### src/rtl/layer_sequencer.sv
// Layer controller that time-multiplexes one 3-input neuron across N_NEURON neurons.
// It holds the per-neuron weights and bias, feeds them one neuron per cycle, and collects the outputs.
module layer_sequencer #(
    parameter int WIDTH    = 32,
    parameter int N_NEURON = 4,
    parameter int IDX_W    = 3
) (
    input  logic             clock,
    input  logic             reset,
    input  logic             start,
    input  logic [WIDTH-1:0] a_in_1,
    input  logic [WIDTH-1:0] a_in_2,
    input  logic [WIDTH-1:0] a_in_3,
    input  logic             cfg_we,
    input  logic [IDX_W+1:0] cfg_addr,
    input  logic [WIDTH-1:0] cfg_data,
    output logic [WIDTH-1:0] n_a_1,
    output logic [WIDTH-1:0] n_a_2,
    output logic [WIDTH-1:0] n_a_3,
    output logic [WIDTH-1:0] n_w_1,
    output logic [WIDTH-1:0] n_w_2,
    output logic [WIDTH-1:0] n_w_3,
    output logic [WIDTH-1:0] n_b,
    output logic             n_enable,
    input  logic [WIDTH-1:0] n_y,
    input  logic [IDX_W-1:0] rd_idx,
    output logic [WIDTH-1:0] rd_data,
    output logic             busy,
    output logic             done
);

    typedef enum logic [1:0] {IDLE, FEED, DRAIN, DONE} state_t;

    state_t           state_reg, state_next;
    logic [IDX_W-1:0] feed_idx_reg, feed_idx_next;
    logic             drain_reg, drain_next;

    // Word order per neuron: 0=w_1, 1=w_2, 2=w_3, 3=b.
    logic [WIDTH-1:0] cfg_mem [N_NEURON][4];
    logic [WIDTH-1:0] a_lat   [3];
    logic [WIDTH-1:0] result  [N_NEURON];

    // Capture delay line matching the neuron's 2-cycle pipeline.
    logic             v1_reg, v2_reg;
    logic [IDX_W-1:0] i1_reg, i2_reg;

    logic             cfg_ok;
    logic [IDX_W-1:0] cfg_idx;
    logic [1:0]       cfg_word;
    logic [WIDTH-1:0] sel_w [4];

    assign cfg_idx  = cfg_addr[IDX_W+1:2];
    assign cfg_word = cfg_addr[1:0];
    assign cfg_ok   = cfg_we && (state_reg == IDLE || state_reg == DONE);

    always_ff @(posedge clock or posedge reset) begin
        if (reset) begin
            state_reg    <= IDLE;
            feed_idx_reg <= '0;
            drain_reg    <= 1'b0;
        end else begin
            state_reg    <= state_next;
            feed_idx_reg <= feed_idx_next;
            drain_reg    <= drain_next;
        end
    end

    always_comb begin
        state_next    = state_reg;
        feed_idx_next = feed_idx_reg;
        drain_next    = drain_reg;
        case (state_reg)
            IDLE: begin
                if (start) begin
                    state_next    = FEED;
                    feed_idx_next = '0;
                end
            end
            FEED: begin
                feed_idx_next = feed_idx_reg + 1'b1;
                if (feed_idx_reg == IDX_W'(N_NEURON - 1)) begin
                    state_next = DRAIN;
                    drain_next = 1'b0;
                end
            end
            DRAIN: begin
                drain_next = 1'b1;
                if (drain_reg) state_next = DONE;
            end
            DONE:    state_next = IDLE;
            default: state_next = IDLE;
        endcase
    end

    always_ff @(posedge clock or posedge reset) begin
        if (reset) begin
            for (int k = 0; k < N_NEURON; k++)
                for (int w = 0; w < 4; w++)
                    cfg_mem[k][w] <= '0;
        end else if (cfg_ok) begin
            // Indices at or beyond N_NEURON match no entry and are dropped.
            for (int k = 0; k < N_NEURON; k++)
                for (int w = 0; w < 4; w++)
                    if (cfg_idx == IDX_W'(k) && cfg_word == 2'(w))
                        cfg_mem[k][w] <= cfg_data;
        end
    end

    always_ff @(posedge clock or posedge reset) begin
        if (reset) begin
            for (int j = 0; j < 3; j++) a_lat[j] <= '0;
        end else if (state_reg == IDLE && start) begin
            a_lat[0] <= a_in_1;
            a_lat[1] <= a_in_2;
            a_lat[2] <= a_in_3;
        end
    end

    always_ff @(posedge clock or posedge reset) begin
        if (reset) begin
            v1_reg <= 1'b0;
            v2_reg <= 1'b0;
            i1_reg <= '0;
            i2_reg <= '0;
        end else begin
            v1_reg <= (state_reg == FEED);
            i1_reg <= feed_idx_reg;
            v2_reg <= v1_reg;
            i2_reg <= i1_reg;
        end
    end

    always_ff @(posedge clock or posedge reset) begin
        if (reset) begin
            for (int k = 0; k < N_NEURON; k++) result[k] <= '0;
        end else if (v2_reg) begin
            for (int k = 0; k < N_NEURON; k++)
                if (i2_reg == IDX_W'(k)) result[k] <= n_y;
        end
    end

    // Operand mux: weights and bias are only driven while feeding.
    always_comb begin
        for (int w = 0; w < 4; w++) sel_w[w] = '0;
        if (state_reg == FEED) begin
            for (int k = 0; k < N_NEURON; k++)
                if (feed_idx_reg == IDX_W'(k))
                    for (int w = 0; w < 4; w++) sel_w[w] = cfg_mem[k][w];
        end
    end

    always_comb begin
        rd_data = '0;
        for (int k = 0; k < N_NEURON; k++)
            if (rd_idx == IDX_W'(k)) rd_data = result[k];
    end

    assign n_a_1    = a_lat[0];
    assign n_a_2    = a_lat[1];
    assign n_a_3    = a_lat[2];
    assign n_w_1    = sel_w[0];
    assign n_w_2    = sel_w[1];
    assign n_w_3    = sel_w[2];
    assign n_b      = sel_w[3];
    assign busy     = (state_reg == FEED) || (state_reg == DRAIN);
    assign n_enable = busy;
    assign done     = (state_reg == DONE);

endmodule

### config.mk
export PLATFORM = sky130hd
export DESIGN_NAME = layer_sequencer
export DESIGN_NICKNAME = d
export VERILOG_FILES = /design/src/rtl/layer_sequencer.sv
export SDC_FILE = /design/constraint.sdc
export NUM_CORES = 1
export LEC_CHECK = 0
export CAP_MARGIN = 15
export CELL_PAD_IN_SITES_DETAIL_PLACEMENT = 0
export CELL_PAD_IN_SITES_GLOBAL_PLACEMENT = 2
export CORE_UTILIZATION = 39
export DETAILED_ROUTE_END_ITERATION = 6
export GPL_TIMING_DRIVEN = 0
export PLACE_DENSITY = 0.83
export SKIP_CTS_REPAIR_TIMING = 1
export SLEW_MARGIN = 20
export SYNTH_ARGS = -nofsm -noshare
export SYNTH_HDL_FRONTEND = slang
export SYNTH_SLANG_ARGS = --single-unit
### constraint.sdc
create_clock -name clock -period 27.5 [get_ports clock]
set_input_delay 2.75 -clock clock [delete_from_list [all_inputs] [get_ports clock]]
set_output_delay 2.75 -clock clock [all_outputs]
set_load 0.03 [all_outputs]
# ---- Word-level counts from Yosys, hierarchy flattened
# Index checks and enable logic that the tools add are counted.
# Widths: inputs -> output; s select.
dict set report word_totals {
  reg_bits 750
  in_bits 172
  output_inout_bits 259
  wordCells 120
}
dict set report op_classes {
  addsub 1
  n_eq_ne 21
  mux 17
  reduce_logical 51
}
# cell count
set ops {}
lappend ops {{$mux 128} 5}
lappend ops {{$mux 32} 4}
lappend ops {{$reduce_and 2->1} 22}
lappend ops {{$eq 3x2->1 const B} 8}
lappend ops {{$logic_and 1x1->1} 18}
lappend ops {{$eq 3x1->1 const B} 4}
lappend ops {{$logic_not 3->1} 4}
lappend ops {{$eq 2x2->1 const B} 4}
lappend ops {{$pmux 2 s4} 1}
lappend ops {{$mux 2} 3}
lappend ops {{$ne 2x2->1 const B} 3}
lappend ops {{$pmux 3 s2} 1}
lappend ops {{$eq 2x1->1 const B} 2}
lappend ops {{$logic_not 2->1} 2}
lappend ops {{$reduce_bool 2->1} 2}
lappend ops {{$add 3x1->3 const B} 1}
lappend ops {{$mux 3} 1}
lappend ops {{$reduce_and 3->1} 1}
lappend ops {{$logic_or 1x1->1} 2}
lappend ops {{$pmux 1 s2} 1}
lappend ops {{$mux 1} 1}

# ---- Depth between registers and ports, before layout
# Gate-level depths: netlist (run 1).
dict set report logic_depth {
  depth_word 6
  depth_mapped 7
  depth_no_buf 5
}

# ---- Least setup slack after synthesis (run 1)
# No wires, ideal clock.
dict set report synth_timing {
  path_kind {input to output}
  from {input rd_idx[0]}
  to {output rd_data[10]}
  t_arrival_ps 3929
  path_slack_ps 20821
  cell_stages 4
  cell_sequence {buf_2 -> buf_2 -> mux4_2 -> nor2b_1}
}
dict set report synth_between {
  elab_chain_cells 5
}
# element line
set synth_lines {}
lappend synth_lines {{start, declared} 26} ;# input logic [IDX_W-1:0] rd_idx,
lappend synth_lines {{$logic_not 3->1} 155} ;# if (rd_idx == IDX_W'(k)) rd_data = result[k];
lappend synth_lines {{$mux 32 (3 in a row)} 155}
lappend synth_lines {{$mux 32 (*)} 155}
lappend synth_lines {{end, declared} 27} ;# output logic [WIDTH-1:0] rd_data,
# Every way passes the cells marked *; elsewhere a longest branch is shown, timed or not.

# ---- Worst setup path in the final report (run 1)
dict set report layout_timing {
  from {input rd_idx[1]}
  to {output rd_data[21]}
}
# The elaborated chain is that of the path after synthesis.

==> flow_summary.json, run 1 <==
{
  "synth-simple-area-share": 0.0390,
  "cts_tree": "done",
  "layout_setup_ws_ps": 19590,
  "finalClockSkew_ps": 50.5,
  "fin_nets": 2905,
  "largest_reg_flops": 512,
  "grtUsageTotal": 0.236,
  "mostFrequentLayoutCells": "dfrtp_1, mux2_2, clkdlybuf4s50_1",
  "min-delay-start": "i1_reg[2]",
  "critPathSlowestCell": "clkdlybuf4s50_1",
  "p_int_w": 0.00313,
  "grt_max_degree": 109,
  "ir_worst_vdd_uv": 82.3,
  "dieHeight_um": 292,
  "multi_input_area_mm2": 0.0131,
  "synth_mux_area_frac": 0.277,
  "crit_path_max_fanout": 10,
  "startpoint_type": "primary input",
  "ys_types": 33,
  "postRouteWirelength_um": 101000,
  "synth_compound_area_frac": 0.0792,
  "combPwrFrac": 0.384,
  "tightest_slew_ps": 1000,
  "regMostFlops": "cfg_mem",
  "syn_area_mm2": 0.0328,
  "ys_seq_area_frac": 0.572,
  "vias_per_cell": 5.65,
  "status": "complete, no violations",
  "synthAdderAreaFrac": 0.00382,
  "synth_area_leaders": "dfrtp_1, mux2_2, a32o_1",
  "period_share": 0.288,
  "synth_seq_cells": 750,
  "n_antenna_cell": 0,
  "fp.coreArea_mm2": 0.0826,
  "synth_xor_area_frac": 0,
  "area_growth_syn_to_layout_pct": 26.6,
  "vias": 21800,
  "drv_cap": 0,
  "syn-num-nets": 2383,
  "regArea_mm2": 0.0188,
  "pwr-share-seq": 0.374,
  "yosysWarnings": 0,
  "cp_num_buf_inv": 3,
  "finalSetupViolCount": 0,
  "die_w_um": 292,
  "synth_area_per_cell_um2": 14.9,
  "clk_latency_ps": 660,
  "r2r-start": "state_reg[0]",
  "cp-end-kind": "output pin",
  "crit_type": "primary input to output pin",
  "dieArea_mm2": 0.0852,
  "setup-tns-final_ps": 0,
  "slew_violations": 0,
  "root_buffer": "clkbuf_16",
  "rr_endpoint": "cfg_mem[396]",
  "grt_pass1_vias": 23600,
  "htreeDepth": 3,
  "final_common_cell": "dfrtp_1",
  "cts_sinks": 750,
  "synthCells": 2201,
  "cts-buffers-inserted": 84,
  "path_delay_family": "buffers and inverters",
  "row_count": 105,
  "crit_arrival_ps": 5160,
  "drt_pass1_iterations": 5,
  "hp-class": "flop to flop",
  "ioPinCount": 431,
  "max_slew_margin": 0.334,
  "antenna_found_initial": 3,
  "synth_top_cell_area_share": 0.572,
  "grt_pass1_wl_um": 152000,
  "clkTransAtPathRegs_ps": 60,
  "worstPathCellList": "clkdlybuf4s50_1 -> clkbuf_1 -> mux4_2 -> nor2b_1 -> clkdlybuf4s50_1",
  "total_leakage_power_nw": 18.2,
  "crit_path_frequent_cell": "clkdlybuf4s50_1",
  "clock_path_buffers": 3,
  "avgRoutedWirePerCell_um": 26.2,
  "overflow": 0,
  "dp.final_hpwl_um": 69900,
  "p_sw_frac": 0.349,
  "min_path_cells": 0,
  "drive_gt1_frac": 0.348,
  "synth_top_family_by_area": "multiplexers",
  "first_iter_violations": 1270,
  "ant_nets": 0,
  "post-route-min-period_ps": 7910,
  "numPortBuffers": 429,
  "fill_cells": 6990,
  "start_util": 0.397,
  "synth_top_area_cell": "dfrtp_1",
  "holdPathEnd": "i2_reg[2]",
  "max_stage_delay_ps": 620,
  "post-place-ws_ps": 19520,
  "max_clock_freq_ghz": 0.126,
  "top_regs": "cfg_mem x512, result x128",
  "rsz0062_at_grt": "false",
  "p_switching_w": 0.00168,
  "clkPwrFrac": 0.243,
  "gp_routability_congestion": 0.820,
  "drc": 0,
  "required_ps": 24750,
  "final-hold-violation-count": 0,
  "total_power_w": 0.00481,
  "reg2reg_depth": 6,
  "regToRegSetupSlack_ps": 24890,
  "p_per_area_mw_per_mm2": 116
}
==> area by class of cell <==
| type | instances | area share |
|---|---|---|
| Sequential cell | 750 | 0.452 |
| Clock inverter | 33 | 0.0123 |
| Buffer | 201 | 0.0216 |
| Timing Repair Buffer | 436 | 0.108 |
| Multi-Input combinational cell | 1244 | 0.316 |
| Tap cell | 1070 | 0.0323 |
| Inverter | 6 | 0.000724 |
| Clock buffer | 117 | 0.0570 |
==> routing by layer <==
layer | global-route usage | wire length, µm
met4 | 0.0837 | 3550
met3 | 0.0496 | 6420
met1 | 0.310 | 42700
met2 | 0.388 | 48500
met5 | 0 | 22
==> Yosys cell counts <==
cell	count
a32o_1	129
mux2_1	20
mux2_2	699
nand4b_1	1
mux2_4	18
nor4b_4	1
a32oi_1	1
a21oi_1	1
mux4_2	32
clkbuf_1	113
o21ai_0	2
buf_2	69
nand2b_1	131
nor2b_1	33
buf_6	7
and3b_1	1
nor4b_2	1
dfrtp_1	750
buf_1	11
a221o_1	128
nor3_1	1
and2_1	3
and4bb_2	2
nand3_1	1
ha_1	10
buf_4	1
nor3b_2	2
and4b_1	1
nor4bb_1	2
nor2_1	4
mux2i_1	1
nand2_1	19
inv_1	6
==> power by group through the flow <==
stage                     Sequential [W]  Clock (W)  Combinational [W]
after floorplan                  0.00189          0            0.00105
after CTS                        0.00179    0.00119            0.00186
final                            0.00180    0.00117            0.00185
after global placement           0.00179          0            0.00180
after detailed placement         0.00181          0            0.00185
after global routing             0.00185    0.00124            0.00195
==> stage by stage <==
stage / instances / utilization / hold WS (ps) / area [µm²]
after global routing: 3857 / 0.502 / 350 / 41500
final: 3857 / 0.502 / 347 / 41500
after CTS: 3857 / 0.502 / 347 / 41500
after detailed placement: 3707 / 0.467 / 340 / 38600
after global placement: 3700 / 0.465 / 337 / 38400
after floorplan: 2201 / - / 331 / 32800
==> cells by family (layout without fill, tap and decap cells) <==
| group | after synthesis | in the layout |
|---|---|---|
| AOI/OAI and AO/OA | 261 | 261 |
| adders and majority gates | 10 | 10 |
| buffers and inverters | 207 | 793 |
| DFF | 750 | 750 |
| muxes | 770 | 770 |
| and+or+nand+nor | 203 | 203 |
==> how the worst max path moves through the flow <==
| stage | slack (ps) | end | start | cells after the start |
|---|---|---|---|---|
| floorplan | 3700 | cfg_mem[0] | reset | 1 |
| global placement | -3640 | cfg_mem[55] | reset | 2 |
| detailed placement | 19520 | rd_data[14] | rd_idx[1] | 5 |
| CTS | 19520 | rd_data[14] | rd_idx[1] | 5 |
| global route | 19490 | rd_data[3] | rd_idx[1] | 5 |
| finish | 19590 | rd_data[21] | rd_idx[1] | 5 |
No activity file was read; power rests on OpenSTA's default activity.
==> run 2, diff against run 1 <==
--- a/config.mk
+++ b/config.mk
@@ -8,10 +8,10 @@
 export CAP_MARGIN = 15
 export CELL_PAD_IN_SITES_DETAIL_PLACEMENT = 0
 export CELL_PAD_IN_SITES_GLOBAL_PLACEMENT = 2
-export CORE_UTILIZATION = 39
+export CORE_UTILIZATION = 36
 export DETAILED_ROUTE_END_ITERATION = 6
 export GPL_TIMING_DRIVEN = 0
-export PLACE_DENSITY = 0.83
+export PLACE_DENSITY = 0.81
 export SKIP_CTS_REPAIR_TIMING = 1
 export SLEW_MARGIN = 20
 export SYNTH_ARGS = -nofsm -noshare
==> constraint.sdc (replaced) <==
create_clock -name clock -period 6.4 [get_ports clock]
set_input_delay 0.64 -clock clock [delete_from_list [all_inputs] [get_ports clock]]
set_output_delay 0.64 -clock clock [all_outputs]
set_load 0.03 [all_outputs]
==> run 2 against run 1 <==
Register-to-register slack got worse by 21000 ps. Worst hold slack worse by 9.0 ps. Critical path type is now flop to output pin. Utilization fell by 3.6 points. Combinational power grew to 4.3 times the previous value. Via count up 0.84%.
==> flow_summary.json, run 2 (synthesized netlist as in run 1, its figures left out) <==
{
  "status": "complete, no violations",
  "vias_per_cell": 5.52,
  "setup-tns-final_ps": 0,
  "startpoint_type": "flop",
  "vias": 22000,
  "ir_worst_vdd_uv": 295,
  "total_leakage_power_nw": 18.4,
  "final-hold-violation-count": 0,
  "worstPathCellList": "inv_1 -> ha_1 -> nor2b_1 -> clkbuf_1 -> clkbuf_1 -> a221o_1 -> a32o_1 -> clkdlybuf4s50_1",
  "dp.final_hpwl_um": 73100,
  "grt_max_degree": 38,
  "cp_num_buf_inv": 4,
  "drc": 0,
  "clk_latency_ps": 660,
  "first_iter_violations": 1550,
  "critPathSlowestCell": "clkdlybuf4s50_1",
  "crit_arrival_ps": 4330,
  "root_buffer": "clkbuf_16",
  "ant_nets": 0,
  "clock_path_buffers": 3,
  "crit_path_max_fanout": 10,
  "max_stage_delay_ps": 750,
  "gp_routability_congestion": 0.833,
  "path_delay_family": "buffers and inverters",
  "grt_pass1_wl_um": 156000,
  "cts_tree": "done",
  "post-route-min-period_ps": 4970,
  "cts-buffers-inserted": 87,
  "row_count": 110,
  "layout_setup_ws_ps": 1430,
  "ioPinCount": 431,
  "drv_cap": 0,
  "grtUsageTotal": 0.226,
  "postRouteWirelength_um": 104000,
  "rsz0062_at_grt": "false",
  "dieHeight_um": 304,
  "htreeDepth": 3,
  "crit_path_frequent_cell": "clkbuf_1",
  "slew_violations": 0,
  "antenna_found_initial": 5,
  "fp.coreArea_mm2": 0.0901,
  "overflow": 0,
  "max_slew_margin": 0.305,
  "mostFrequentLayoutCells": "dfrtp_1, mux2_2, clkdlybuf4s50_1",
  "drive_gt1_frac": 0.356,
  "cts_sinks": 750,
  "post-place-ws_ps": 2160,
  "final_common_cell": "dfrtp_1",
  "grt_pass1_vias": 23700,
  "fin_nets": 2925,
  "cp-end-kind": "output pin",
  "dieArea_mm2": 0.0923,
  "p_per_area_mw_per_mm2": 497,
  "area_growth_syn_to_layout_pct": 28.3,
  "largest_reg_flops": 512,
  "clkTransAtPathRegs_ps": 60,
  "regMostFlops": "cfg_mem",
  "top_regs": "cfg_mem x512, result x128",
  "finalSetupViolCount": 0,
  "n_antenna_cell": 0,
  "tightest_slew_ps": 1040,
  "crit_type": "flop to output pin",
  "fill_cells": 7844,
  "required_ps": 5760,
  "max_clock_freq_ghz": 0.201,
  "period_share": 0.776,
  "hp-class": "primary input to asynchronous set/reset pin",
  "drt_pass1_iterations": 5,
  "finalClockSkew_ps": 33.9,
  "die_w_um": 304,
  "avgRoutedWirePerCell_um": 26.2,
  "start_util": 0.364,
  "numPortBuffers": 429
}
[run 2: layout make-up]
cell class | instances | area [µm²] | area share
clock inverter | 29 | 414 | 0.00985
inverter | 6 | 26.3 | 0.000625
sequential | 750 | 18800 | 0.446
tap | 1176 | 1470 | 0.0350
multi-input combinational | 1244 | 13100 | 0.311
clock buffer | 124 | 2600 | 0.0618
timing repair buffer | 453 | 4780 | 0.114
buffer | 201 | 897 | 0.0213
[run 2: per-stage QoR]
| stage | instances | total power (W) | util | instance area, µm² | hold slack [ps] |
|---|---|---|---|---|---|
| after floorplan | 2201 | 0.0127 | - | 32800 | 331 |
| after global placement | 3806 | 0.0155 | 0.428 | 38600 | 343 |
| after detailed placement | 3830 | 0.0158 | 0.433 | 39000 | 336 |
| after CTS | 3983 | 0.0210 | 0.466 | 42100 | 304 |
| after global routing | 3983 | 0.0219 | 0.466 | 42100 | 331 |
| final | 3983 | 0.0209 | 0.466 | 42100 | 338 |
[run 2: worst register-to-register path, stage by stage (launching register included)]
cell	delay [ps]
dfrtp_1	380
inv_1	100
ha_1	630
and4bb_2	320
nand2_1	240
buf_2	470
mux2_2	410
[run 2: layer usage]
metal,track usage,wire [µm],vias up
li1,-,-,9327
met1,0.289,43300,11500
met2,0.372,50100,895
met3,0.0518,6960,206
met4,0.0832,3800,4
met5,0,22,-
[run 2: where the power goes]
part	leakage [nW]	total [W]	internal, W	switching (W)
Sequential	9.63	0.00773	0.00673	0.00101
Clock	1.49	0.00517	0.00314	0.00203
Combinational	7.30	0.00801	0.00378	0.00422
[run 2: final timing paths]
path / from / slack [ps] / endpoint / cells after the start
worst min register to register: i1_reg[1] / 340 / i2_reg[1] / 0
min in group clock: i1_reg[1] / 340 / i2_reg[1] / 0
max in group asynchronous: reset / 4580 / n_a_1[5] / 7
worst max register to register: state_reg[0] / 3750 / cfg_mem[91] / 6
worst min-delay path: reset / 340 / n_a_3[29] / 2
worst max-delay path: feed_idx_reg[1] / 1430 / n_w_3[4] / 8
==> run 3, diff against run 2 <==
--- a/config.mk
+++ b/config.mk
@@ -8,10 +8,10 @@
 export CAP_MARGIN = 15
 export CELL_PAD_IN_SITES_DETAIL_PLACEMENT = 0
 export CELL_PAD_IN_SITES_GLOBAL_PLACEMENT = 2
-export CORE_UTILIZATION = 36
+export CORE_UTILIZATION = 39
 export DETAILED_ROUTE_END_ITERATION = 6
 export GPL_TIMING_DRIVEN = 0
-export PLACE_DENSITY = 0.81
+export PLACE_DENSITY = 0.83
 export SKIP_CTS_REPAIR_TIMING = 1
 export SLEW_MARGIN = 20
 export SYNTH_ARGS = -nofsm -noshare
==> constraint.sdc (replaced) <==
create_clock -name clock -period 5 [get_ports clock]
set_input_delay 0.5 -clock clock [delete_from_list [all_inputs] [get_ports clock]]
set_output_delay 0.5 -clock clock [all_outputs]
set_load 0.03 [all_outputs]
==> run 3 against run 2 <==
Global-route usage grew 1.2 points. First-iteration DRC count shrank 10%. Register-to-register slack lost 1400 ps. Via count shrank 1.2%. Clock skew grew 31 ps. Highest routed layer is now met4.
==> flow_summary.json, run 3 (synthesized netlist as in run 1, its figures left out) <==
{
  "fp.coreArea_mm2": 0.0826,
  "postRouteWirelength_um": 102000,
  "finalClockSkew_ps": 65.2,
  "slew_violations": 0,
  "drv_cap": 0,
  "cp-end-kind": "output pin",
  "top_regs": "cfg_mem x512, result x128",
  "reg2reg_depth": 6,
  "drt_pass1_iterations": 5,
  "layout_setup_ws_ps": 303,
  "ir_worst_vdd_uv": 371,
  "grt_pass1_wl_um": 153000,
  "gp_routability_congestion": 0.804,
  "overflow": 0,
  "dp.final_hpwl_um": 71400,
  "fin_nets": 2922,
  "multi_input_area_mm2": 0.0131,
  "finalSetupViolCount": 0,
  "root_buffer": "clkbuf_16",
  "clkTransAtPathRegs_ps": 60,
  "vias": 21700,
  "rsz0062_at_grt": "false",
  "p_per_area_mw_per_mm2": 628,
  "post-place-ws_ps": 977,
  "total_leakage_power_nw": 18.3,
  "drive_gt1_frac": 0.353,
  "max_clock_freq_ghz": 0.213,
  "largest_reg_flops": 512,
  "first_iter_violations": 1395,
  "cts_sinks": 750,
  "start_util": 0.397,
  "design_area_mm2": 0.0416,
  "grtUsageTotal": 0.238,
  "crit_path_max_fanout": 10,
  "drc": 0,
  "tightest_slew_ps": 957,
  "row_count": 105,
  "crit_type": "flop to output pin",
  "avgRoutedWirePerCell_um": 26.2,
  "clk_latency_ps": 650,
  "ioPinCount": 431,
  "die_w_um": 292,
  "crit_arrival_ps": 4200,
  "grt_pass1_vias": 23400,
  "final_common_cell": "dfrtp_1",
  "mostFrequentLayoutCells": "dfrtp_1, mux2_2, clkdlybuf4s50_1",
  "regMostFlops": "cfg_mem",
  "startpoint_type": "flop",
  "numPortBuffers": 429,
  "vias_per_cell": 5.60,
  "hp-class": "primary input to asynchronous set/reset pin",
  "dpl_cell_area_mm2": 0.0389,
  "dieHeight_um": 292,
  "grt_max_degree": 36,
  "regArea_mm2": 0.0188,
  "final-hold-violation-count": 0,
  "cts-buffers-inserted": 84,
  "period_share": 0.939,
  "area_growth_syn_to_layout_pct": 27.0,
  "post-place-cells": 3724,
  "cts_tree": "done",
  "fill_cells": 6982,
  "antenna_found_initial": 2,
  "max_slew_margin": 0.362,
  "ant_nets": 0,
  "htreeDepth": 3,
  "instances_no_fill": 3877,
  "post-route-min-period_ps": 4700,
  "status": "complete, no violations",
  "dieArea_mm2": 0.0852,
  "required_ps": 4500,
  "clock_path_buffers": 3
}
==> run 3: critical path: stages, from the launching register on <==
cell             delay [ps]
dfrtp_1                 440
ha_1                    230
ha_1                    200
nand2b_1                190
nor2_1                  170
buf_2                   390
clkbuf_1                730
a32o_1                  420
clkdlybuf4s50_1         740
==> run 3: final cells by class <==
class / count / share of cell area
Antenna cell: 1 / 0.0000601
Buffer: 201 / 0.0215
Clock buffer: 122 / 0.0585
Clock inverter: 30 / 0.00712
Inverter: 6 / 0.000631
Multi-Input combinational cell: 1244 / 0.314
Sequential cell: 750 / 0.451
Tap cell: 1070 / 0.0321
Timing Repair Buffer: 453 / 0.115
==> run 3: worst paths after layout <==
path	end	slack (ps)	startpoint
setup / recovery	n_b[30]	300	feed_idx_reg[0]
hold / removal	result[21]	280	reset
setup reg to reg	cfg_mem[395]	2380	state_reg[0]
hold reg to reg	i2_reg[0]	350	i1_reg[0]
max in group asynchronous	cfg_mem[402]	2410	reset
min in group clock	i2_reg[0]	350	i1_reg[0]
==> run 3: where the power goes <==
part | leakage [nW] | internal, W | switching [W] | total, W
Combinational | 7.30 | 0.00484 | 0.00536 | 0.0102
Sequential | 9.63 | 0.00861 | 0.00129 | 0.00990
Clock | 1.34 | 0.00347 | 0.00259 | 0.00606
Total | 18.3 | 0.0169 | 0.00924 | 0.0262
==> run 3: stage by stage <==
step / utilization / hold WS [ps] / setup TNS [ps] / power [W]
finish: 0.504 / 278 / 0 / 0.0262
global route: 0.504 / 311 / 0 / 0.0274
CTS: 0.504 / 254 / 0 / 0.0263
floorplan: - / 331 / -4336020 / 0.0162
detailed placement: 0.471 / 336 / 0 / 0.0202
global placement: 0.465 / 335 / -7269310 / 0.0198
==> run 3: per-layer routing <==
metal | vias to the layer above | wire, µm | global-route usage
met2 | 744 | 49000 | 0.391
met4 | 0 | 2990 | 0.0724
li1 | 9320 | - | -
met3 | 153 | 5880 | 0.0439
met1 | 11500 | 43800 | 0.319
met5 | - | 0 | 0
